==> src/rtl/seq_debug_mailbox_pkg.sv <==
// Shared constants and types for the sequencer debug command mailbox.
package seq_debug_mailbox_pkg;

  // Byte offsets of the mailbox registers from the debug region base.
  localparam int unsigned REQ_CMD_OFS    = 'h8;
  localparam int unsigned CMD_STATUS_OFS = 'hC;
  localparam int unsigned PARAMS_OFS     = 'h10;

  // Command hand-off state; encoding is visible in CMD_STATUS[1:0].
  typedef enum logic [1:0] {
    ST_IDLE  = 2'd0,
    ST_ISSUE = 2'd1,
    ST_BUSY  = 2'd2,
    ST_DONE  = 2'd3
  } mb_state_t;

  // CMD_STATUS field positions.
  localparam int unsigned STAT_STATE_LSB  = 0;
  localparam int unsigned STAT_COUNT_LSB  = 4;
  localparam int unsigned STAT_OVF_BIT    = 8;
  localparam int unsigned STAT_BAD_BIT    = 9;
  localparam int unsigned STAT_RESULT_LSB = 16;

endpackage

==> src/rtl/seq_debug_cmd_fifo.sv <==
// Synchronous command FIFO; a push into a full FIFO is accepted when a pop
// happens in the same cycle.
module seq_debug_cmd_fifo #(
  parameter int unsigned WIDTH = 40,
  parameter int unsigned DEPTH = 4
) (
  input  logic                           clk,
  input  logic                           rst_n,
  input  logic                           push,
  input  logic                           pop,
  input  logic [WIDTH-1:0]               wdata,
  output logic [WIDTH-1:0]               rdata,
  output logic                           full,
  output logic                           empty,
  output logic [$clog2(DEPTH+1)-1:0]     count
);

  localparam int unsigned PW = $clog2(DEPTH);
  localparam int unsigned CW = $clog2(DEPTH+1);
  localparam logic [PW-1:0] PTR_ONE = PW'(1);
  localparam logic [CW-1:0] CNT_ONE = CW'(1);

  logic [WIDTH-1:0] mem [DEPTH];
  logic [PW-1:0]    wr_ptr;
  logic [PW-1:0]    rd_ptr;
  logic             do_push;
  logic             do_pop;

  assign full    = (count == CW'(DEPTH));
  assign empty   = (count == '0);
  assign do_pop  = pop && !empty;
  assign do_push = push && (!full || do_pop);
  assign rdata   = mem[rd_ptr];

  // Storage array: data only, qualified by count so it needs no reset.
  always_ff @(posedge clk) begin
    if (do_push) mem[wr_ptr] <= wdata;
  end

  // Pointers wrap naturally because DEPTH is a power of two.
  always_ff @(posedge clk) begin
    if (!rst_n) begin
      wr_ptr <= '0;
      rd_ptr <= '0;
      count  <= '0;
    end else begin
      if (do_push) wr_ptr <= wr_ptr + PTR_ONE;
      if (do_pop)  rd_ptr <= rd_ptr + PTR_ONE;
      case ({do_push, do_pop})
        2'b10:   count <= count + CNT_ONE;
        2'b01:   count <= count - CNT_ONE;
        default: count <= count;
      endcase
    end
  end

endmodule

==> src/rtl/seq_debug_cmd_mailbox.sv <==
// Avalon-MM debug command mailbox: host-written commands are queued and
// handed to the sequencer core over valid/ready; the result lands in status.
module seq_debug_cmd_mailbox
  import seq_debug_mailbox_pkg::*;
#(
  parameter int unsigned BASE_ADDR  = 'h00015238,
  parameter int unsigned NUM_PARAMS = 4,
  parameter int unsigned DEPTH      = 4,
  parameter int unsigned CMD_ID_W   = 8,
  parameter int unsigned CMD_ID_MAX = 'h16,
  parameter int unsigned ADDR_W     = 20
) (
  input  logic                     avl_clk,
  input  logic                     avl_reset_n,
  input  logic [ADDR_W-1:0]        avl_address,
  input  logic                     avl_read,
  input  logic                     avl_write,
  input  logic [31:0]              avl_writedata,
  output logic [31:0]              avl_readdata,
  output logic                     avl_readdatavalid,
  output logic                     avl_waitrequest,
  output logic                     cmd_valid,
  input  logic                     cmd_ready,
  output logic [CMD_ID_W-1:0]      cmd_id,
  output logic [32*NUM_PARAMS-1:0] cmd_params,
  input  logic                     rsp_valid,
  input  logic [15:0]              rsp_result
);

  localparam int unsigned FW = CMD_ID_W + 32*NUM_PARAMS;
  localparam int unsigned CW = $clog2(DEPTH+1);

  mb_state_t                state_q, state_d;
  logic                     done_show_q;
  logic [31:0]              params_q [NUM_PARAMS];
  logic [CMD_ID_W-1:0]      last_id_q;
  logic                     ovf_q;
  logic                     bad_q;
  logic [15:0]              last_result_q;

  logic [ADDR_W-1:0]        ofs;
  logic [ADDR_W-1:0]        pofs;
  logic                     is_req;
  logic                     is_stat;
  logic [NUM_PARAMS-1:0]    par_hit;
  logic [CMD_ID_W-1:0]      wr_id;
  logic                     id_ok;
  logic                     push_req;
  logic                     pop;

  logic [32*NUM_PARAMS-1:0] snap;
  logic [FW-1:0]            fifo_rdata;
  logic                     fifo_full;
  logic                     fifo_empty;
  logic [CW-1:0]            fifo_count;
  logic [3:0]               cnt_sat;
  mb_state_t                rep_state;
  logic [31:0]              stat;
  logic [31:0]              rd_data;

  assign avl_waitrequest = 1'b0;

  assign ofs     = avl_address - ADDR_W'(BASE_ADDR);
  assign pofs    = ofs - ADDR_W'(PARAMS_OFS);
  assign is_req  = (ofs == ADDR_W'(REQ_CMD_OFS));
  assign is_stat = (ofs == ADDR_W'(CMD_STATUS_OFS));
  assign wr_id   = avl_writedata[CMD_ID_W-1:0];
  assign id_ok   = (32'(wr_id) <= 32'(CMD_ID_MAX));
  assign push_req = avl_write && is_req && id_ok;

  // Per-register hit for the parameter bank; misaligned offsets match nothing.
  always_comb begin
    par_hit = '0;
    for (int unsigned i = 0; i < NUM_PARAMS; i++)
      par_hit[i] = (pofs == ADDR_W'(4*i));
  end

  // Flatten the live parameter registers into the queue entry, param 0 in LSBs.
  always_comb begin
    snap = '0;
    for (int unsigned i = 0; i < NUM_PARAMS; i++)
      snap[32*i +: 32] = params_q[i];
  end

  seq_debug_cmd_fifo #(
    .WIDTH (FW),
    .DEPTH (DEPTH)
  ) u_fifo (
    .clk   (avl_clk),
    .rst_n (avl_reset_n),
    .push  (push_req),
    .pop   (pop),
    .wdata ({wr_id, snap}),
    .rdata (fifo_rdata),
    .full  (fifo_full),
    .empty (fifo_empty),
    .count (fifo_count)
  );

  // Head is only exposed while offered, so idle outputs read as zero.
  assign cmd_valid  = (state_q == ST_ISSUE);
  assign cmd_id     = cmd_valid ? fifo_rdata[FW-1 -: CMD_ID_W] : '0;
  assign cmd_params = cmd_valid ? fifo_rdata[32*NUM_PARAMS-1:0] : '0;

  // Next-state logic; the pop is the ISSUE handshake.
  always_comb begin
    state_d = state_q;
    pop     = 1'b0;
    case (state_q)
      ST_IDLE:  if (!fifo_empty) state_d = ST_ISSUE;
      ST_ISSUE: if (cmd_ready) begin
        pop     = 1'b1;
        state_d = ST_BUSY;
      end
      ST_BUSY:  if (rsp_valid) state_d = ST_DONE;
      ST_DONE:  state_d = fifo_empty ? ST_IDLE : ST_ISSUE;
      default:  state_d = ST_IDLE;
    endcase
  end

  // State register; DONE keeps being reported through IDLE until next ISSUE.
  always_ff @(posedge avl_clk) begin
    if (!avl_reset_n) begin
      state_q     <= ST_IDLE;
      done_show_q <= 1'b0;
    end else begin
      state_q <= state_d;
      if (state_d == ST_DONE)       done_show_q <= 1'b1;
      else if (state_d == ST_ISSUE) done_show_q <= 1'b0;
    end
  end

  assign rep_state = (state_q == ST_IDLE && done_show_q) ? ST_DONE : state_q;
  assign cnt_sat   = (32'(fifo_count) > 32'd15) ? 4'hF : 4'(fifo_count);

  // Status word assembly and read-data selection.
  always_comb begin
    stat = '0;
    stat[STAT_STATE_LSB +: 2]   = rep_state;
    stat[STAT_COUNT_LSB +: 4]   = cnt_sat;
    stat[STAT_OVF_BIT]          = ovf_q;
    stat[STAT_BAD_BIT]          = bad_q;
    stat[STAT_RESULT_LSB +: 16] = last_result_q;
    rd_data = '0;
    if (is_req)  rd_data[CMD_ID_W-1:0] = last_id_q;
    if (is_stat) rd_data = stat;
    for (int unsigned i = 0; i < NUM_PARAMS; i++)
      if (par_hit[i]) rd_data = params_q[i];
  end

  // Register file, sticky flags, result capture and fixed-latency read port.
  always_ff @(posedge avl_clk) begin
    if (!avl_reset_n) begin
      avl_readdata      <= '0;
      avl_readdatavalid <= 1'b0;
      for (int unsigned i = 0; i < NUM_PARAMS; i++) params_q[i] <= '0;
      last_id_q     <= '0;
      ovf_q         <= 1'b0;
      bad_q         <= 1'b0;
      last_result_q <= '0;
    end else begin
      avl_readdatavalid <= avl_read;
      avl_readdata      <= avl_read ? rd_data : '0;
      for (int unsigned i = 0; i < NUM_PARAMS; i++)
        if (avl_write && par_hit[i]) params_q[i] <= avl_writedata;
      if (avl_write && is_stat) begin
        if (avl_writedata[STAT_OVF_BIT]) ovf_q <= 1'b0;
        if (avl_writedata[STAT_BAD_BIT]) bad_q <= 1'b0;
      end
      if (avl_write && is_req) begin
        if (!id_ok)                 bad_q <= 1'b1;
        else if (fifo_full && !pop) ovf_q <= 1'b1;
        else                        last_id_q <= wr_id;
      end
      if (state_q == ST_BUSY && rsp_valid) last_result_q <= rsp_result;
    end
  end

endmodule

==> config.mk <==
export PLATFORM = sky130hd
export DESIGN_NAME = seq_debug_cmd_mailbox
export DESIGN_NICKNAME = d
export VERILOG_FILES = /design/src/rtl/seq_debug_mailbox_pkg.sv /design/src/rtl/seq_debug_cmd_fifo.sv /design/src/rtl/seq_debug_cmd_mailbox.sv
export SDC_FILE = /design/constraint.sdc
export NUM_CORES = 1
export LEC_CHECK = 0
export ABC_AREA = 1
export CAP_MARGIN = 20
export CORE_ASPECT_RATIO = 1.1
export CORE_UTILIZATION = 63
export DETAILED_ROUTE_END_ITERATION = 10
export PLACE_DENSITY = 0.88
export SETUP_SLACK_MARGIN = 0.2
export SYNTH_ARGS = -nofsm -noshare
export SYNTH_HDL_FRONTEND = slang
export SYNTH_SLANG_ARGS = --single-unit
==> constraint.sdc <==
create_clock -name avl_clk -period 24 [get_ports avl_clk]
set_input_delay 2.4 -clock avl_clk [delete_from_list [all_inputs] [get_ports avl_clk]]
set_output_delay 2.4 -clock avl_clk [all_outputs]
set_load 0.02 [all_outputs]
==> summary.md, run 1 <==
| Metric | Value |
|---|---|
| Run status | complete, no violations |
| Avg WL per Cell | 23.6 µm |
| Register area | 21,600 µm² |
| Number of DRC markers in iteration 0 | 3,491 |
| Cell count after synthesis | 2,879 |
| Hold_ws | 0.468 ns |
| Crit path time final | 6.71 ns |
| Netlist cell types | 37 |
| Clk network pwr share | 0.418 |
| Min-Delay Path Class | register to register |
| CP Capture Type | register |
| Site Rows | 85 |
| Sink Count | 743 |
| Final Skew | 0.0261 ns |
| DR vias/cell | 6.07 |
| Adder and majority gate portion of the synthesized area | 0.00305 |
| Power share of the sequential group | 0.558 |
| Grt total ovfl | 0 |
| Synth Flop Type | edfxtp_1 |
| Layout cell share with drive strength beyond 1 | 0.0712 |
| XOR/XNOR share of the synthesized area | 0.000522 |
| Slew Limit Fails | 0 |
| TNS Setup | 0 ns |
| CP Launch Type | primary input |
| Most common cell after layout, fill and taps aside | nor2_1 |
| Hold_buf cts | 0 |
| Crit path kind | primary input to register |
| Worst VDD drop | 0.0000596 V |
| H-tree Lvls | 3 |
| Yosys reg bits | 743 |
| Die Y | 235 µm |
| Combinational Power Share | 0.024 |
| Multi-input gate area | 7980 µm² |
| CTS Buf Count | 70 |
| Post-synthesis sequential area ratio | 0.693 |
| Vias | 22,900 |
| Final hold vios | 0 |
| Most frequent cells in the layout | nor2_1 (701), edfxtp_1 (672), o21ai_0 (329), nand2_1 (274), clkdlybuf4s50_1 (243) |
| PostCTS Resize Cnt | 0 |
| CTS tree | built |
| Clk Latency, worst-skew pair | 0.62 ns |
| Routed WL | 88.9 mm |
| DRC Markers | 0 |
| Post-DP HPWL | 55.5 mm |
| Max Cap Viol | 0 |
| Main combinational cell family by area after synthesis | simple AND/OR/NAND/NOR gates |
| Leak | 13.0 nW |
| Net count after synthesis | 2,960 |
| Synth warn | 0 |
| Internal power | 0.00204 W |
| Die area | 50,400 µm² |
| Layout fillers | 3,029 |
| Tcrit/Tclk final | 0.279 |
| Max-slew headroom | 0.225 |
| Initial antenna violation count | 1 |
| Worst-path clk slew | 0.06 ns |
| Multiplexer share of the synthesized area | 0 |
| CTS root buf | clkbuf_16 |
| Number of synthesized flops with an enable pin | 672 |
| Nets | 3,144 |
| Worst-margin pin slew | 1.16 ns |
| Vias in the first global route | 21,400 |
| Pwr dens | 71.2 nW/µm² |
| RSZ-0062 raised after global routing | no |
| Post-Syn Area per Cell | 10.8 µm² |
| Initial core utilization | 0.637 |
| Number of I/O port buffers | 243 |
| Synthesized cell area | 31,200 µm² |
| Antenna Nets Post-Route | 0 |
| Area of the core | 48,900 µm² |
| DR pass1 iterations | 8 |
| Switch Pwr | 0.000539 W |
| First-pass GRT wire length | 130 mm |
| Fmax | 149 MHz |
| Setup Viol. Count Final | 0 |
| Critical Path Fanout Max | 64 |
| # IOs | 245 |
| Simple-Gate Fraction of Synth Area | 0.159 |
| Critical path required time | 24.22 ns |
| P&R area growth vs syn | 16.5% |
| Async SR Flop Fraction | 0 |
| Largest net degree at the start of global routing | 172 |
| Worst-case clock buffer depth | 3 |
| Die width | 214 µm |
| Total track usage | 0.348 |
| Switch share | 0.209 |
| Worst Path Arrival | 6.93 ns |
| Synth Area in Compound Gates | 0.0913 |
| GP Congestion | 1.04 |
| Final Power | 0.00258 W |
| Post-CTS Repair Setup Buffers | 0 |
-- sequential cells by signal, summed over array words and instances (netlist names), 2 cells and up, named ones only --
name	flops
state_q	2
avl_readdata	32
u_fifo.wr_ptr	2
params_q	128
u_fifo.rd_ptr	2
u_fifo.mem	544
last_result_q	16
u_fifo.count	3
last_id_q	8
-- stage by stage --
stage / util / instance area [µm²] / cells / setup WS (ns)
6_report: 0.742 / 36300 / 3773 / 17.29
5_1_grt: 0.742 / 36300 / 3772 / 16.98
4_1_cts: 0.740 / 36200 / 3769 / 16.71
3_5_place_dp: 0.694 / 34000 / 3640 / 16.10
3_3_place_gp: 0.694 / 34000 / 3640 / 16.26
2_1_floorplan: - / 31200 / 2879 / 13.54
-- layout make-up --
class | instances | share of cell area
inverters | 243 | 0.0255
clock buffers | 99 | 0.0561
well taps | 652 | 0.0225
flip-flops and latches | 743 | 0.596
clock inverters | 30 | 0.00538
diodes | 1 | 0.0000690
repair buffers | 275 | 0.0751
multi-input cells | 1730 | 0.220
-- kinds of logic (layout without fill, tap and decap cells) --
logic type / count (synthesis) / count (layout)
buffers and inverters: 406 / 647
and+or+nand+nor: 1164 / 1164
xor gates and xnor gates: 1 / 1
other: 1 / 2
AOI/OAI and AO/OA: 557 / 557
adders and majority gates: 7 / 7
DFF: 743 / 743
-- critical path, stage by stage --
cell,delay [ns]
clkdlybuf4s50_1,0.51
ha_1,0.29
nand2_2,0.12
nand3_2,0.13
nand2_1,0.14
nand2_1,0.12
nand2_1,0.07
nand2_1,0.10
nor2_4,0.18
nand2_1,0.07
nor2_1,0.10
nand3_1,0.10
inv_1,0.25
nand2_1,0.14
nor2_1,0.22
nand4_1,0.12
buf_4,0.25
nor2_4,0.64
buf_4,0.85
-- cells in the mapped netlist, types with 7 or more instances --
| master | instances | area, µm² |
|---|---|---|
| o21ai_0 | 333 | 1670 |
| o21ai_1 | 21 | 105 |
| nor3_1 | 12 | 60.1 |
| clkinv_1 | 9 | 33.8 |
| edfxtp_1 | 672 | 20200 |
| a21oi_2 | 10 | 87.6 |
| nand4_1 | 41 | 257 |
| buf_2 | 20 | 100 |
| inv_1 | 227 | 852 |
| a21oi_1 | 185 | 926 |
| nor2_4 | 35 | 394 |
| inv_2 | 7 | 26.3 |
| nand3_1 | 70 | 350 |
| buf_1 | 25 | 93.8 |
| dfxtp_1 | 71 | 1420 |
| nor2_1 | 705 | 2650 |
| nand2_1 | 274 | 1030 |
| clkbuf_1 | 109 | 409 |
| nand3_2 | 10 | 100 |
-- power groups by stage --
| stage | logic [W] | registers (W) | clock network (W) |
|---|---|---|---|
| after global placement | 0.0000605 | 0.00147 | 0 |
| after global routing | 0.0000667 | 0.00144 | 0.00113 |
| final | 0.0000630 | 0.00144 | 0.00108 |
| after CTS | 0.0000614 | 0.00144 | 0.00108 |
| after floorplan | 0.0000289 | 0.00146 | 0 |
| after detailed placement | 0.0000609 | 0.00147 | 0 |
-- worst paths after layout --
| path | startpoint | endpoint | slack (ns) | depth (start not counted) |
|---|---|---|---|---|
| max | avl_address[3] | u_fifo.mem[1][41]$_DFFE_PP_ | 17.29 | 19 |
| min reg2reg | last_result_q[3]$_SDFFE_PN0P_ | last_result_q[3]$_SDFFE_PN0P_ | 0.47 | 2 |
| max reg2reg | state_q[0]$_SDFF_PN0_ | u_fifo.mem[1][41]$_DFFE_PP_ | 19.44 | 11 |
| min | last_result_q[3]$_SDFFE_PN0P_ | last_result_q[3]$_SDFFE_PN0P_ | 0.47 | 2 |
-- per-layer routing --
metal / track usage / wire (µm) / up-vias
li1: - / - / 10100
met1: 0.482 / 33200 / 11000
met2: 0.538 / 41400 / 1598
met3: 0.0552 / 9480 / 240
met4: 0.176 / 4890 / 0
met5: 0 / 0 / -
Power figures use the tool's default switching activity.
==> inputs of run 2 (changes only) <==
- CORE_UTILIZATION: 63 -> 58
- PLACE_DENSITY: 0.88 -> 0.82
- clock period: 24 -> 7 ns (I/O delays scaled with it)
==> run 2 against run 1 <==
  * Global-route usage fell by 1.7 points
  * Clock power rose to 3.5 times the previous value
  * Largest cell class unchanged
  * Largest power group unchanged
  * Sequential share of layout area fell by 0.16 points
  * Non-clock buffer count fell by 3
  * Worst hold slack got worse by 0.0066 ns
==> summary.md, run 2 (synthesized netlist as in run 1, its figures left out) <==
| Metric | Value |
|---|---|
| Run status | complete, no violations |
| CP Launch Type | primary input |
| Die width | 223 µm (+4.2%) |
| Critical Path Fanout Max | 38 (-41%) |
| R2R depth | 10 (-1) |
| First-pass GRT wire length | 133 mm (+2.5%) |
| Met3 Use GR | 0.0565 (+0.00133) |
| Crit path kind | primary input to register |
| Layout Cell Area excl Fill | 36,400 µm² (+0.26%) |
| Max-slew headroom | 0.255 (+0.0293) |
| CP startpoint | avl_address[3] |
| CTS root buf | clkbuf_16 |
| Critical path required time | 7.42 ns (-16.80 ns) |
| R2r startpoint | state_q[0]$_SDFF_PN0_ |
| Max FFs per register | 544 (unchanged) |
| Dpl ws | 1.32 ns (-14.78 ns) |
| Die Y | 245 µm (+4.2%) |
| Reg2reg end | u_fifo.mem[3][32]$_DFFE_PP_ |
| Final Power | 0.00898 W (+250%) |
| Clk Latency, worst-skew pair | 0.63 ns (about the same) |
| Layout fillers | 3,565 (+18%) |
| P&R area growth vs syn | 16.8% |
| GRT Max-Usage Layer | met2 |
| Tcrit/Tclk final | 0.736 |
| Sink Count | 743 (unchanged) |
| Worst VDD drop | 0.000168 V (+180%) |
| Area of the core | 52,700 µm² (+7.8%) |
| PnR worst setup slack | 1.85 ns (-15.45 ns) |
| Nets | 3,142 (-0.064%) |
| PostCTS Resize Cnt | 0 (unchanged) |
| H-tree Lvls | 3 (unchanged) |
| Post-CTS Repair Setup Buffers | 0 (unchanged) |
| Total track usage | 0.331 (-0.0170) |
| DR vias/cell | 6.06 (-0.17%) |
| Final Skew | 0.0298 ns (+0.00366 ns) |
| Avg WL per Cell | 24.0 µm (+1.8%) |
| Number of DRC markers in iteration 0 | 3,499 (+0.23%) |
| Pwr dens | 247 nW/µm² (+250%) |
| Leak | 13.0 nW (about the same) |
| CP Capture Type | register |
| Fmax | 194 MHz |
| Largest net degree at the start of global routing | 205 (+19%) |
| Die area | 54,700 µm² (+8.5%) |
| Most flop-heavy register | u_fifo.mem |
| Max Cap Viol | 0 (unchanged) |
| Number of I/O port buffers | 243 (unchanged) |
| Initial antenna violation count | 1 (unchanged) |
| Site Rows | 88 (+3.5%) |
| Vias in the first global route | 21,700 (+1.3%) |
| Worst Setup EP | params_q[3][14]$_SDFFCE_PN0P_ |
| Min-Delay Path Class | register to register |
| Vias | 23,000 (+0.34%) |
| Antenna Nets Post-Route | 0 (unchanged) |
| CP max-delay cell | nor2_4 |
| Placed insts | 3,663 (+0.63%) |
| Worst-path cell chain | clkdlybuf4s50_1 -> ha_1 -> nand2_2 -> nand3_2 -> nand2_1 -> nand2_1 -> nand2_1 -> nand2_1 -> a21oi_1 -> or2_1 -> nand2_1 -> nand3_2 -> nor2_4 -> nand3_2 -> nor2_1 -> nand2_1 -> nor2_1 |
| Biggest regs | u_fifo.mem x544, params_q x128, avl_readdata x32 |
| Met1 Track Usage GR | 0.439 (-0.0436) |
| Post-DP HPWL | 58.0 mm (+4.5%) |
| Slew Limit Fails | 0 (unchanged) |
| Layout cell share with drive strength beyond 1 | 0.0696 (-0.00154) |
| Met2 GRT Util | 0.521 (-0.0174) |
| Final hold vios | 0 (unchanged) |
| RSZ-0062 raised after global routing | no |
| Grt total ovfl | 0 (unchanged) |
| CTS Buf Count | 71 (+1.4%) |
| # IOs | 245 (unchanged) |
| Initial core utilization | 0.591 (-0.0461) |
| # diodes | 0 (-1) |
| Post-DP Area | 34,100 µm² (+0.39%) |
| CTS tree | built |
| Worst-case clock buffer depth | 3 (unchanged) |
| Hold_buf cts | 0 (unchanged) |
| Routed WL | 91.0 mm (+2.3%) |
| Fin cells | 3,792 (+0.50%) |
| DRC Markers | 0 (unchanged) |
| Most common cell after layout, fill and taps aside | nor2_1 |
| HP Start | u_fifo.rd_ptr[1]$_SDFFE_PN0P_ |
| Reg-to-reg setup timing slack | 3.75 ns (-15.69 ns) |
| GP Congestion | 1.05 (+1.1%) |
| Setup Viol. Count Final | 0 (unchanged) |
| Most used cell, CP | nand2_1 |
| Worst Path Arrival | 5.58 ns (-1.35 ns) |
| Worst-path clk slew | 0.06 ns (about the same) |
| Worst-margin pin slew | 1.12 ns (-0.0440 ns) |
| Crit path time final | 5.15 ns |
| Most frequent cells in the layout | nor2_1 (701), edfxtp_1 (672), o21ai_0 (329), nand2_1 (274), clkdlybuf4s50_1 (243) |
| Slowest stage delay, CP | 0.74 ns (-0.11 ns) |
| DR pass1 iterations | 7 (-1) |
==> run 2: changes by cell type in the layout (fill, tap and decap cells not counted), sizes merged <==
cell      delta
bufinv       +5
clkbuf       -4
clkinv       -4
buf          -3
inv          +2
clkinvlp     +1
diode        -1
==> run 2: metrics by stage <==
step / hold WS [ns] / util / setup TNS (ns)
4_1_cts: 0.465 / 0.690 / 0
6_report: 0.462 / 0.690 / 0
2_1_floorplan: 0.434 / - / -959.24
3_3_place_gp: 0.440 / 0.647 / 0
3_5_place_dp: 0.454 / 0.647 / 0
5_1_grt: 0.480 / 0.690 / 0
==> run 2: layer usage <==
metal  up-vias  wire [µm]
li1      10100          -
met1     11100      34500
met2      1444      42400
met3       265       8670
met4         2       5450
met5         -         10
==> run 2: cell type report <==
| class | instances | area (µm²) | area share |
|---|---|---|---|
| Multi-Input combinational cell | 1730 | 7980 | 0.219 |
| Tap cell | 675 | 845 | 0.0232 |
| Clock buffer | 95 | 1950 | 0.0536 |
| Timing Repair Buffer | 272 | 2750 | 0.0756 |
| Clock inverter | 34 | 324 | 0.00891 |
| Inverter | 243 | 927 | 0.0255 |
| Sequential cell | 743 | 21600 | 0.594 |
==> run 2: how the worst min path moves through the flow <==
| stage | cells past startpoint | slack, ns | to |
|---|---|---|---|
| 2_1_floorplan | 2 | 0.43 | last_id_q[2]$_SDFFE_PN0P_ |
| 3_3_place_gp | 2 | 0.44 | register |
| 3_5_place_dp | 2 | 0.45 | register |
| 4_1_cts | 2 | 0.46 | register |
| 5_1_grt | 2 | 0.48 | last_result_q[12]$_SDFFE_PN0P_ |
| 6_report | 2 | 0.46 | register |
==> run 2: critical path, delay by kind of cell <==
kind | cells | cell delay [ns]
buf+inv | 1 | 0.59
simple gates | 14 | 3.96
compound gates | 1 | 0.08
fa+ha+maj | 1 | 0.24
==> run 2: where the power goes <==
part           switching (W)  total (W)  internal, W
Combinational       0.000162   0.000226    0.0000642
Sequential         0.0000786    0.00495      0.00487
Clock                0.00162    0.00380      0.00218
Total                0.00186    0.00898      0.00711
==> patch: new RTL, flow settings as in run 1 <==
Make the reset (`avl_reset_n` and `rst_n`) asynchronous in 3 clocked blocks.
--- a/src/rtl/seq_debug_cmd_fifo.sv
+++ b/src/rtl/seq_debug_cmd_fifo.sv
@@ -40,3 +40,3 @@
   // Pointers wrap naturally because DEPTH is a power of two.
-  always_ff @(posedge clk) begin
+  always_ff @(posedge clk or negedge rst_n) begin
     if (!rst_n) begin
--- a/src/rtl/seq_debug_cmd_mailbox.sv
+++ b/src/rtl/seq_debug_cmd_mailbox.sv
@@ -121,3 +121,3 @@
   // State register; DONE keeps being reported through IDLE until next ISSUE.
-  always_ff @(posedge avl_clk) begin
+  always_ff @(posedge avl_clk or negedge avl_reset_n) begin
     if (!avl_reset_n) begin
@@ -151,3 +151,3 @@
   // Register file, sticky flags, result capture and fixed-latency read port.
-  always_ff @(posedge avl_clk) begin
+  always_ff @(posedge avl_clk or negedge avl_reset_n) begin
     if (!avl_reset_n) begin
Function: differs if avl_reset_n is asserted again (counterexample within 4 cycles, from zero or initial values and one cycle with avl_reset_n low); with avl_reset_n held inactive, the same outputs for 4 cycles.
==> patch against run 1 <==
  * Final cell count down 2.4%
  * Final area down 1.7%
  * First-iteration DRC count down 8.4%
  * Clock skew up 0.00069 ns
  * Worst hold slack gained 0.037 ns
  * Sequential cell count down 2
  * Area after synthesis fell by 1.7%
  * Worst setup slack got worse by 0.68 ns
  * Synthesized cell count down 2.7%
  * Routed wire length grew 1.0%
  * Maximum frequency shrank 9.2%
  * Global-route usage increased by 1.9 points
Power is not compared: it rests on default switching activity, and its combinational part moved more than twofold at a synthesized area within 25%.
==> patch: results (changes against run 1) <==
Vias: 22,892 (-0.070%)
vias in the first global route: 22,073 (+2.9%)
share of cells above drive strength 1: 0.0708 (-0.000337)
Nets: 3,060 (-2.7%)
post-synthesis compound-gate area fraction: 0.110 (+0.0187)
Synth top cells by count: nor2_1, edfxtp_1, o21ai_0
mux cell area share after synthesis: 0.00589 (+0.00589)
Synth Area in XOR/XNOR: 0.00196 (+0.00144)
WP data arrival: 7.61 ns (+0.68 ns)
met2 Usage GRT: 0.566 (+0.0273)
area of the multi-input gates: 8170 µm² (+2.4%)
Slew HR: 0.210 (-0.0157)
Hold Path Sink: last_id_q[3]$_DFFE_PN0P_
initial antenna violation count: 3 (+2)
number of enable flip-flop cells after synthesis: 544 (-19%)
adder-cell share of the synthesized area: 0.00311 (+0.0000543)
CP Max Fanout: 69 (+7.8%)
Max stage delay on crit path: 0.91 ns (+0.06 ns)
met3 usage: 0.0743 (+0.0192)
clk_skew: 0.0268 ns (+0.000688 ns)
hold path start: last_id_q[3]$_DFFE_PN0P_
R2R depth: 7 (-4)
wire per inst: 24.4 µm (+3.5%)
drt initial violations: 3,198 (-8.4%)
clock buffer count from CTS: 71 (+1.4%)
launching point of the worst reg2reg path: state_q[1]$_DFF_PN0_
M1 GR Usage: 0.482 (about the same)
status: completed
dpl cells: 3,548 (-2.5%)
pin count of the biggest net entering global routing: 147 (-15%)
Placed Area: 33,400 µm² (-1.8%)
gr usage total: 0.366 (+0.0188)
ys async rst share: 0.266 (+0.266)
patch: metrics by stage:
stage	setup slack, ns	hold WS [ns]
detailed placement	16.09	0.491
floorplan	13.50	0.457
global placement	16.20	0.484
finish	16.61	0.505
CTS	16.66	0.503
global route	16.30	0.513
patch: area by class of cell:
cell class | instances | area share
Clock buffer | 102 | 0.0561
Timing Repair Buffer | 265 | 0.0744
Tap cell | 645 | 0.0226
Clock inverter | 28 | 0.00673
Multi-Input combinational cell | 1763 | 0.229
Antenna cell | 2 | 0.000140
Inverter | 137 | 0.0148
Sequential cell | 741 | 0.596
patch: power by group:
group          switching, mW  leakage (nW)  internal, mW  total [mW]
Clock                  0.476          1.09         0.616        1.09
Combinational          0.742          4.50         0.412        1.15
Sequential            0.0446          8.92          1.38        1.43
Total                   1.26          14.5          2.41        3.67
patch: layer usage:
layer,wire length (µm),share of wire
met5,13,0.00014
met4,5820,0.065
met3,10300,0.11
met2,41800,0.47
met1,31900,0.36
